## config.mk

```make
export PLATFORM = sky130hd
export DESIGN_NAME = assistance_controller
export DESIGN_NICKNAME = d
export VERILOG_FILES = /design/src/rtl/assist_pkg.sv /design/src/rtl/assist_slew_limiter.sv /design/src/rtl/assistance_controller.sv
export SDC_FILE = /design/constraint.sdc
export NUM_CORES = 1
export LEC_CHECK = 0
export ABC_AREA = 1
export CAP_MARGIN = 20
export CORE_MARGIN = 3
export CORE_UTILIZATION = 50
export CTS_BUF_LIST = sky130_fd_sc_hd__clkbuf_4
export CTS_CLUSTER_SIZE = 30
export DETAILED_ROUTE_END_ITERATION = 6
export GPL_TIMING_DRIVEN = 0
export PLACE_DENSITY = 0.72
export SLEW_MARGIN = 20
export SYNTH_ARGS = -nofsm -noshare
export SYNTH_HDL_FRONTEND = slang
export SYNTH_SLANG_ARGS = --single-unit
export TNS_END_PERCENT = 30
```

## constraint.sdc

```tcl
create_clock -name clk -period 10.8 [get_ports clk]
set_input_delay 1.08 -clock clk [delete_from_list [all_inputs] [get_ports clk]]
set_output_delay 1.08 -clock clk [all_outputs]
set_load 0.01 [all_outputs]
```

## src/rtl/assist_pkg.sv

```systemverilog
// Shared state encoding, default parameters and roll magnitude helper for the assistance controller.
// Latency: n/a (declarations only).
// Backpressure: n/a.
package assist_pkg;

    typedef enum logic [1:0] {
        ST_IDLE   = 2'd0,
        ST_ASSIST = 2'd1,
        ST_BRAKE  = 2'd2,
        ST_FAULT  = 2'd3
    } assist_state_t;

    localparam int DEF_HR_W            = 8;
    localparam int DEF_OUT_W           = 13;
    localparam int DEF_KP              = 40;
    localparam int DEF_KI              = 1;
    localparam int DEF_INT_LIM         = 4096;
    localparam int DEF_UPDATE_DIV      = 50000;
    localparam int DEF_RAMP_STEP       = 64;
    localparam int DEF_ROLL_LIMIT      = 45;
    localparam int DEF_CADENCE_TIMEOUT = 100;
    localparam int DEF_FAULT_HOLD      = 20;

    // Unsigned magnitude; -512 maps to 512, which still fits in 10 unsigned bits.
    function automatic logic [9:0] roll_mag(input logic signed [9:0] roll);
        return roll[9] ? 10'(-roll) : 10'(roll);
    endfunction

endpackage

```

## src/rtl/assist_slew_limiter.sv

```systemverilog
// Output ramp register: rises by at most RAMP_STEP per tick, drops to target at once, clear forces zero.
// Latency: one clk edge from tick/clear to the registered level.
// Backpressure: none.
module assist_slew_limiter
    import assist_pkg::*;
#(
    parameter int OUT_W     = DEF_OUT_W,
    parameter int RAMP_STEP = DEF_RAMP_STEP
) (
    input  logic             clk,
    input  logic             reset_n,
    input  logic             tick,
    input  logic             clear,
    input  logic [OUT_W-1:0] target,
    output logic [OUT_W-1:0] level
);

    logic [OUT_W-1:0] rise;

    assign rise = target - level;

    always_ff @(posedge clk or negedge reset_n) begin
        if (!reset_n) begin
            level <= '0;
        end else if (clear) begin
            level <= '0;
        end else if (tick) begin
            if ((target > level) && (rise > OUT_W'(RAMP_STEP)))
                level <= level + OUT_W'(RAMP_STEP);
            else
                level <= target;
        end
    end

endmodule

```

## src/rtl/assistance_controller.sv

```systemverilog
// Heart-rate PI assistance controller with cadence/brake/roll supervision; PITCH_ASSIST_EN adds a pitch boost.
// Latency: control math once per UPDATE_DIV-cycle tick; brake/roll zero the output on the next clk edge.
// Backpressure: none, inputs are sampled levels.
module assistance_controller
    import assist_pkg::*;
#(
    parameter int HR_W            = DEF_HR_W,
    parameter int OUT_W           = DEF_OUT_W,
    parameter int KP              = DEF_KP,
    parameter int KI              = DEF_KI,
    parameter int INT_LIM         = DEF_INT_LIM,
    parameter int UPDATE_DIV      = DEF_UPDATE_DIV,
    parameter int RAMP_STEP       = DEF_RAMP_STEP,
    parameter int ROLL_LIMIT      = DEF_ROLL_LIMIT,
    parameter int CADENCE_TIMEOUT = DEF_CADENCE_TIMEOUT,
    parameter int FAULT_HOLD      = DEF_FAULT_HOLD
) (
    input  logic              clk,
    input  logic              reset_n,
    input  logic signed [9:0] ResolvedRoll,
    input  logic signed [9:0] ResolvedPitch,
    input  logic [HR_W-1:0]   HeartRate,
    input  logic [HR_W-1:0]   HeartRateSetPoint,
    input  logic              cadence,
    input  logic              brake,
    output logic [OUT_W-1:0]  AssistanceRequirement,
    output logic [1:0]        state,
    output logic              fault
);

    localparam int DIV_W   = (UPDATE_DIV > 1) ? $clog2(UPDATE_DIV) : 1;
    localparam int CAD_W   = $clog2(CADENCE_TIMEOUT + 1);
    localparam int HOLD_W  = $clog2(FAULT_HOLD + 1);
    localparam int OUT_MAX = (1 << OUT_W) - 1;

    assist_state_t      st_q, st_d;
    logic [DIV_W-1:0]   div_cnt;
    logic               tick;
    logic               cad_q;
    logic [CAD_W-1:0]   cad_cnt, cad_d;
    logic               pedalling;
    logic               roll_bad;
    logic [HOLD_W-1:0]  hold_q, hold_d;
    logic signed [HR_W:0] err;
    logic signed [31:0] integ_q, integ_sum, integ_d;
    logic signed [31:0] target_full;
    logic [OUT_W-1:0]   target;
    logic               ramp_tick, ramp_clear;

    assign tick = (div_cnt == DIV_W'(UPDATE_DIV - 1));

    always_ff @(posedge clk or negedge reset_n) begin
        if (!reset_n)
            div_cnt <= '0;
        else if (tick)
            div_cnt <= '0;
        else
            div_cnt <= div_cnt + DIV_W'(1);
    end

    // Pedalling is judged on the post-update count so the timeout lands on the Nth silent tick.
    always_comb begin
        cad_d = cad_cnt;
        if (cadence && !cad_q)
            cad_d = '0;
        else if (tick && (cad_cnt != CAD_W'(CADENCE_TIMEOUT)))
            cad_d = cad_cnt + CAD_W'(1);
    end

    assign pedalling = (cad_d < CAD_W'(CADENCE_TIMEOUT));
    assign roll_bad  = ({22'd0, roll_mag(ResolvedRoll)} > 32'(ROLL_LIMIT));
    assign err       = $signed({1'b0, HeartRate}) - $signed({1'b0, HeartRateSetPoint});

    always_comb begin
        target_full = KP * 32'(err) + KI * integ_q;
`ifdef PITCH_ASSIST_EN
        if (ResolvedPitch > 0)
            target_full = target_full + (32'(ResolvedPitch) <<< 2);
`endif
        if (target_full < 0)
            target = '0;
        else if (target_full > OUT_MAX)
            target = '1;
        else
            target = target_full[OUT_W-1:0];
    end

`ifndef PITCH_ASSIST_EN
    logic pitch_unused;
    assign pitch_unused = ^ResolvedPitch;
`endif

    always_comb begin
        integ_sum = integ_q + 32'(err);
        if (integ_sum > INT_LIM)
            integ_d = INT_LIM;
        else if (integ_sum < -INT_LIM)
            integ_d = -INT_LIM;
        else
            integ_d = integ_sum;
    end

    // Roll fault outranks brake, brake outranks cadence.
    always_comb begin
        st_d   = st_q;
        hold_d = hold_q;
        if (roll_bad) begin
            st_d   = ST_FAULT;
            hold_d = '0;
        end else begin
            case (st_q)
                ST_FAULT: begin
                    if (tick) begin
                        if (hold_q == HOLD_W'(FAULT_HOLD - 1)) begin
                            st_d   = ST_IDLE;
                            hold_d = '0;
                        end else begin
                            hold_d = hold_q + HOLD_W'(1);
                        end
                    end
                end
                ST_BRAKE: begin
                    if (tick && !brake)
                        st_d = ST_IDLE;
                end
                ST_IDLE: begin
                    if (brake)
                        st_d = ST_BRAKE;
                    else if (tick && pedalling)
                        st_d = ST_ASSIST;
                end
                ST_ASSIST: begin
                    if (brake)
                        st_d = ST_BRAKE;
                    else if (tick && !pedalling)
                        st_d = ST_IDLE;
                end
                default: st_d = ST_IDLE;
            endcase
        end
    end

    assign ramp_clear = (st_d != ST_ASSIST);
    assign ramp_tick  = tick && (st_q == ST_ASSIST) && (st_d == ST_ASSIST);

    always_ff @(posedge clk or negedge reset_n) begin
        if (!reset_n) begin
            st_q    <= ST_IDLE;
            hold_q  <= '0;
            cad_q   <= 1'b0;
            cad_cnt <= CAD_W'(CADENCE_TIMEOUT);
            integ_q <= '0;
        end else begin
            st_q    <= st_d;
            hold_q  <= hold_d;
            cad_q   <= cadence;
            cad_cnt <= cad_d;
            if (ramp_clear)
                integ_q <= '0;
            else if (ramp_tick)
                integ_q <= integ_d;
        end
    end

    assist_slew_limiter #(
        .OUT_W     (OUT_W),
        .RAMP_STEP (RAMP_STEP)
    ) u_slew (
        .clk     (clk),
        .reset_n (reset_n),
        .tick    (ramp_tick),
        .clear   (ramp_clear),
        .target  (target),
        .level   (AssistanceRequirement)
    );

    assign state = st_q;
    assign fault = (st_q == ST_FAULT);

endmodule

```

==> impl_metrics.json, run 1 <==
{
  "critPathArrivalTime_ps": 10100,
  "die_x_um": 143,
  "avgSynthCellArea_sq_um": 6.42,
  "yosys_warnings": 0,
  "routed_wl_mm": 23.2,
  "hold_violations": 0,
  "synth.yosys.seq_area_share_pct": 20.2,
  "dp.cells": 1743,
  "io_pins": 56,
  "period_share_pct": 90.3,
  "ir_drop_v": 0.0000644,
  "track_usage_pct": 23.3,
  "hold_depth": 1,
  "synth-seq-cells": 76,
  "fin_skew_ps": 43.7,
  "cts.path.max_buffers": 2,
  "grt_max_degree": 50,
  "wl_per_cell_um": 13.2,
  "tightest_slew_ps": 927,
  "outcome": "completed",
  "synth.area.top_cells": "dfrtp_1 (19%), nand2_1 (16%), ha_1 (14%), inv_1 (9.2%), nor2_1 (5.2%)",
  "die_area_sq_mm": 0.0205,
  "final-setup-viol-count": 0,
  "crit_buf_inv": 7,
  "synth.top_cells.by_count": "nand2_1 (409), inv_1 (231), nor2_1 (130)",
  "dr.pass1.iters": 5,
  "slew_headroom_pct": 38.1,
  "clk_pin_slew_ps": 130,
  "cts_root_buffer": "clkbuf_4",
  "yosysTopAreaCell": "dfrtp_1",
  "cts_resized": 0,
  "post_route_cells_drive_above_1_share_pct": 7.45,
  "crit_top_cell": "nand2_1",
  "clk_latency_ps": 460,
  "hold_path_class": "register to register",
  "grt_pass1_wl_mm": 39.6,
  "powerDensity_mw_per_mm2": 116,
  "synthFlopType": "dfrtp_1",
  "final_cell_count_no_fill": 1760,
  "cp_top_family": "simple AND/OR/NAND/NOR gates",
  "min_period_ps": 9750,
  "drt_iter0_drc": 552,
  "drc": 0,
  "seqCellArea_sq_mm": 0.00191,
  "fmax_mhz": 103,
  "drv_cap": 0,
  "cts.sinks": 76,
  "startpoint_type": "primary input",
  "io_buffers": 45,
  "grt_antenna_before_repair": 1,
  "multi_input_area_sq_mm": 0.00651,
  "worst-setup-path-type": "primary input to register",
  "cts-htree-levels": 3,
  "vias_per_cell": 5.23,
  "ff2ff_setup_slack_ps": 5110,
  "area_delta_synth_final_pct": 9.75,
  "critPathMaxFanout": 26,
  "slowest_stage": "xor2_2",
  "synth_most_common_cell": "nand2_1",
  "synth_area_sq_mm": 0.00942,
  "die_h_um": 143,
  "rsz0062_at_grt": "false",
  "cts.hold.buffers_added": 0,
  "synth_edf_count": 0,
  "cp-end-kind": "register",
  "grt_pass1_vias": 8673,
  "coreArea_sq_mm": 0.0182,
  "place_congestion": 0.939,
  "overflow": 0,
  "critPathMaxStageDelay_ps": 650,
  "synthCells": 1468,
  "path_depth": 52,
  "ys_types": 62,
  "start_util_pct": 51.7,
  "drv_slew": 0,
  "cts_setup_buffers": 0,
  "fin_tns_setup_ps": 0,
  "fillers": 1821,
  "synthArstFlopShare_pct": 100,
  "synth_nets": 1616,
  "p_leak_nw": 5.59,
  "num_rows": 49,
  "cp.required_ps": 11150,
  "fin_nets": 1673,
  "num_vias": 9196,
  "rr_worst_depth": 36,
  "cts_tree": "yes",
  "cts_buffers": 9,
  "yosysTopAreaCellShare_pct": 19.4,
  "drtAntennaViolNets": 0,
  "hpwl_mm": 19.4
}
## worst reg2reg max path: cells and delay by family (launching register included)
kind | cells | cell delay [ps]
fa+ha+maj | 4 | 1350
simple gates | 25 | 2530
flops | 1 | 430
compound gates | 2 | 330
buf+inv | 4 | 750
xor+xnor | 1 | 190
## flip-flops by register name, indices dropped and copies added, names as in the netlist
register	count
hold_q	5
integ_q	32
div_cnt	16
cad_q	1
cad_cnt	7
u_slew.level	13
state	2
## per-layer routing
| layer | track usage (%) | up-vias | wire length, um |
|---|---|---|---|
| met5 | 0 | - | 0 |
| met4 | 5.95 | 0 | 356 |
| met3 | 2.28 | 21 | 508 |
| met2 | 41.1 | 134 | 11200 |
| met1 | 30.7 | 4172 | 11200 |
| li1 | - | 4869 | - |
## cell usage in the layout, fill, tap and decap left out, types with 43 or more instances in the layout
cell / instances
ha_1: 103
xor2_1: 46
clkdlybuf4s50_1: 44
nand3_1: 83
dfrtp_1: 73
inv_1: 231
a21oi_1: 87
nor2_1: 130
o21ai_0: 43
nand2_1: 409
## report_power, final
group	switching, mW	total (mW)	internal (mW)
combinational	0.465	0.720	0.255
clock	0.119	0.194	0.0751
sequential	0.0000416	0.285	0.285
total	0.584	1.20	0.615
## final timing paths
kind / end / from
setup / recovery: u_slew.level[9] / HeartRate[0]
hold / removal: div_cnt[0] / div_cnt[0]
setup reg to reg: u_slew.level[9] / integ_q[3]
hold reg to reg: div_cnt[0] / div_cnt[0]
max in group asynchronous: cad_cnt[5] / reset_n
min in group asynchronous: div_cnt[4] / reset_n
## logic make-up after synthesis
kind of cell | count (synthesis) | synth area share (%)
AO/OA/AOI/OAI | 206 | 12.9
flip-flops | 76 | 20.2
AND/OR/NAND/NOR | 746 | 34.8
XOR/XNOR | 69 | 6.57
adder cells (fa/ha/maj) | 108 | 14.7
buffers and inverters | 263 | 10.8
## area by class of cell
| class | instances | area share [%] |
|---|---|---|
| buffer | 9 | 0.544 |
| antenna | 1 | 0.0242 |
| tap | 229 | 2.77 |
| clock inverter | 6 | 0.690 |
| multi-input combinational | 1129 | 63.0 |
| sequential | 76 | 18.4 |
| timing repair buffer | 46 | 4.60 |
| clock buffer | 10 | 0.726 |
| inverter | 254 | 9.26 |
## per-stage QoR
stage               area [sq um]  total power, mW  hold WS [ps]  utilization (%)  worst slack (ps)
floorplan                   9420            0.853           432                -              2280
global placement           10200            0.992           453             55.8               381
detailed placement         10200            0.999           467             56.0               566
CTS                        10300             1.20           485             56.8              1070
global route               10300             1.31           502             56.8               275
finish                     10300             1.20           482             56.8              1050
No activity file was read; power rests on OpenSTA's default activity.
==> run 2: changes to the inputs <==
--- a/config.mk
+++ b/config.mk
@@ -13,6 +13,7 @@
 export CTS_CLUSTER_SIZE = 30
 export DETAILED_ROUTE_END_ITERATION = 6
 export GPL_TIMING_DRIVEN = 0
+export MAX_ROUTING_LAYER = met4
 export PLACE_DENSITY = 0.72
 export SLEW_MARGIN = 20
 export SYNTH_ARGS = -nofsm -noshare
==> run 2 against run 1 <==
  * Wire length is 0.71% lower
  * Critical endpoint is now u_slew.level[11]
  * Final cell count stayed put
  * Flip-flop and latch count unchanged
  * Combinational power decreased by 0.6%
==> impl_metrics.json, run 2 (same netlist as run 1, synthesis figures left out) <==
{
  "outcome": "completed",
  "cts.path.max_buffers": 2,
  "min_period_ps": 9740,
  "rsz0062_at_grt": "false",
  "grt_antenna_before_repair": 1,
  "place_congestion": 0.963,
  "layout_common_cells": "nand2_1 (409), inv_1 (231), nor2_1 (130)",
  "hpwl_mm": 19.3,
  "cts_setup_buffers": 0,
  "clk_pin_slew_ps": 160,
  "p_leak_nw": 5.60,
  "reg_top3": "integ_q (32), div_cnt (16), u_slew.level (13)",
  "fin_skew_ps": 56.2,
  "cts.sinks": 76,
  "dp_slack_ps": 561,
  "powerDensity_mw_per_mm2": 117,
  "fin_nets": 1673,
  "crit_top_cell": "nand2_1",
  "area_delta_synth_final_pct": 9.87,
  "start_util_pct": 51.7,
  "slew_headroom_pct": 38.4,
  "post-route-util_pct": 56.9,
  "holdWs_ps": 476,
  "io_pins": 56,
  "hold_path_class": "register to register",
  "period_share_pct": 90.2,
  "num_vias": 9235,
  "routed_wl_mm": 23.1,
  "cts_tree": "yes",
  "ir_drop_v": 0.0000617,
  "final_cell_count_no_fill": 1760,
  "cts_buffers": 9,
  "drc": 0,
  "worst-setup-path-type": "primary input to register",
  "largest_reg_flops": 32,
  "top_register": "integ_q",
  "final-setup-viol-count": 0,
  "slowest_stage": "xor2_2",
  "clk_latency_ps": 480,
  "setup_ws_ps": 1060,
  "overflow": 0,
  "fillers": 1789,
  "multi_input_area_sq_mm": 0.00651,
  "cts.hold.buffers_added": 0,
  "drv_slew": 0,
  "num_rows": 49,
  "seqCellArea_sq_mm": 0.00191,
  "die_x_um": 143,
  "io_buffers": 45,
  "grt_pass1_wl_mm": 39.0,
  "final_common_cell": "nand2_1",
  "cts_resized": 0,
  "final_cell_area_sq_mm": 0.0104,
  "drv_cap": 0,
  "drt_iter0_drc": 518,
  "startpoint_type": "primary input",
  "die_area_sq_mm": 0.0205,
  "track_usage_pct": 23.7,
  "drtAntennaViolNets": 0,
  "cp-end-kind": "register",
  "grt_max_degree": 50,
  "dp.cells": 1743,
  "hold_violations": 0,
  "wl_per_cell_um": 13.1,
  "die_h_um": 143,
  "vias_per_cell": 5.25,
  "total_power_mw": 1.21,
  "place_area_sq_mm": 0.0102,
  "cts-htree-levels": 3,
  "post_route_cells_drive_above_1_share_pct": 7.45,
  "critPathMaxStageDelay_ps": 660,
  "tightest_slew_ps": 922,
  "grt_pass1_vias": 8679,
  "cp.required_ps": 11170,
  "fin_tns_setup_ps": 0,
  "critPathArrivalTime_ps": 10110,
  "cts_root_buffer": "clkbuf_4",
  "fmax_mhz": 103,
  "dr.pass1.iters": 5,
  "coreArea_sq_mm": 0.0182,
  "critPathMaxFanout": 26
}
run 2: final timing paths:
path / from / endpoint / slack (ps) / cells past startpoint
min in group asynchronous: reset_n / hold_q[2] / 510 / 1
max in group asynchronous: reset_n / cad_cnt[6] / 9670 / 2
setup / recovery: HeartRate[0] / u_slew.level[11] / 1060 / 52
setup reg to reg: integ_q[3] / u_slew.level[11] / 5130 / 39
hold / removal: div_cnt[0] / div_cnt[0] / 480 / 1
hold reg to reg: div_cnt[0] / div_cnt[0] / 480 / 1
run 2: final cells by class:
class | instances | area share [%]
flip-flops and latches | 76 | 18.4
clock inverters | 7 | 0.870
well taps | 229 | 2.77
repair buffers | 46 | 4.59
inverters | 254 | 9.25
clock buffers | 9 | 0.653
plain buffers | 9 | 0.544
multi-input cells | 1129 | 62.9
diodes | 1 | 0.0242
run 2: critical path, delay by kind of cell:
family	cells	cell delay (ps)
AO/OA/AOI/OAI	11	2060
AND/OR/NAND/NOR	27	2600
XOR/XNOR	1	660
buffers and inverters	7	1530
adder cells (fa/ha/maj)	6	2170
run 2: per-layer routing:
layer | share of wire (%) | global-route usage, % | vias to the layer above
li1 | - | - | 4856
met1 | 48 | 30.7 | 4198
met2 | 47 | 39.7 | 143
met3 | 3.0 | 2.01 | 38
met4 | 2.3 | 7.09 | 0
met5 | 0 | - | -
run 2: report_power, final:
group / total [mW] / internal, mW / switching [mW] / leakage, nW
Combinational: 0.716 / 0.254 / 0.462 / 4.49
Clock: 0.207 / 0.0775 / 0.129 / 0.0869
Sequential: 0.285 / 0.285 / 0.0000430 / 1.02
Total: 1.21 / 0.617 / 0.591 / 5.60
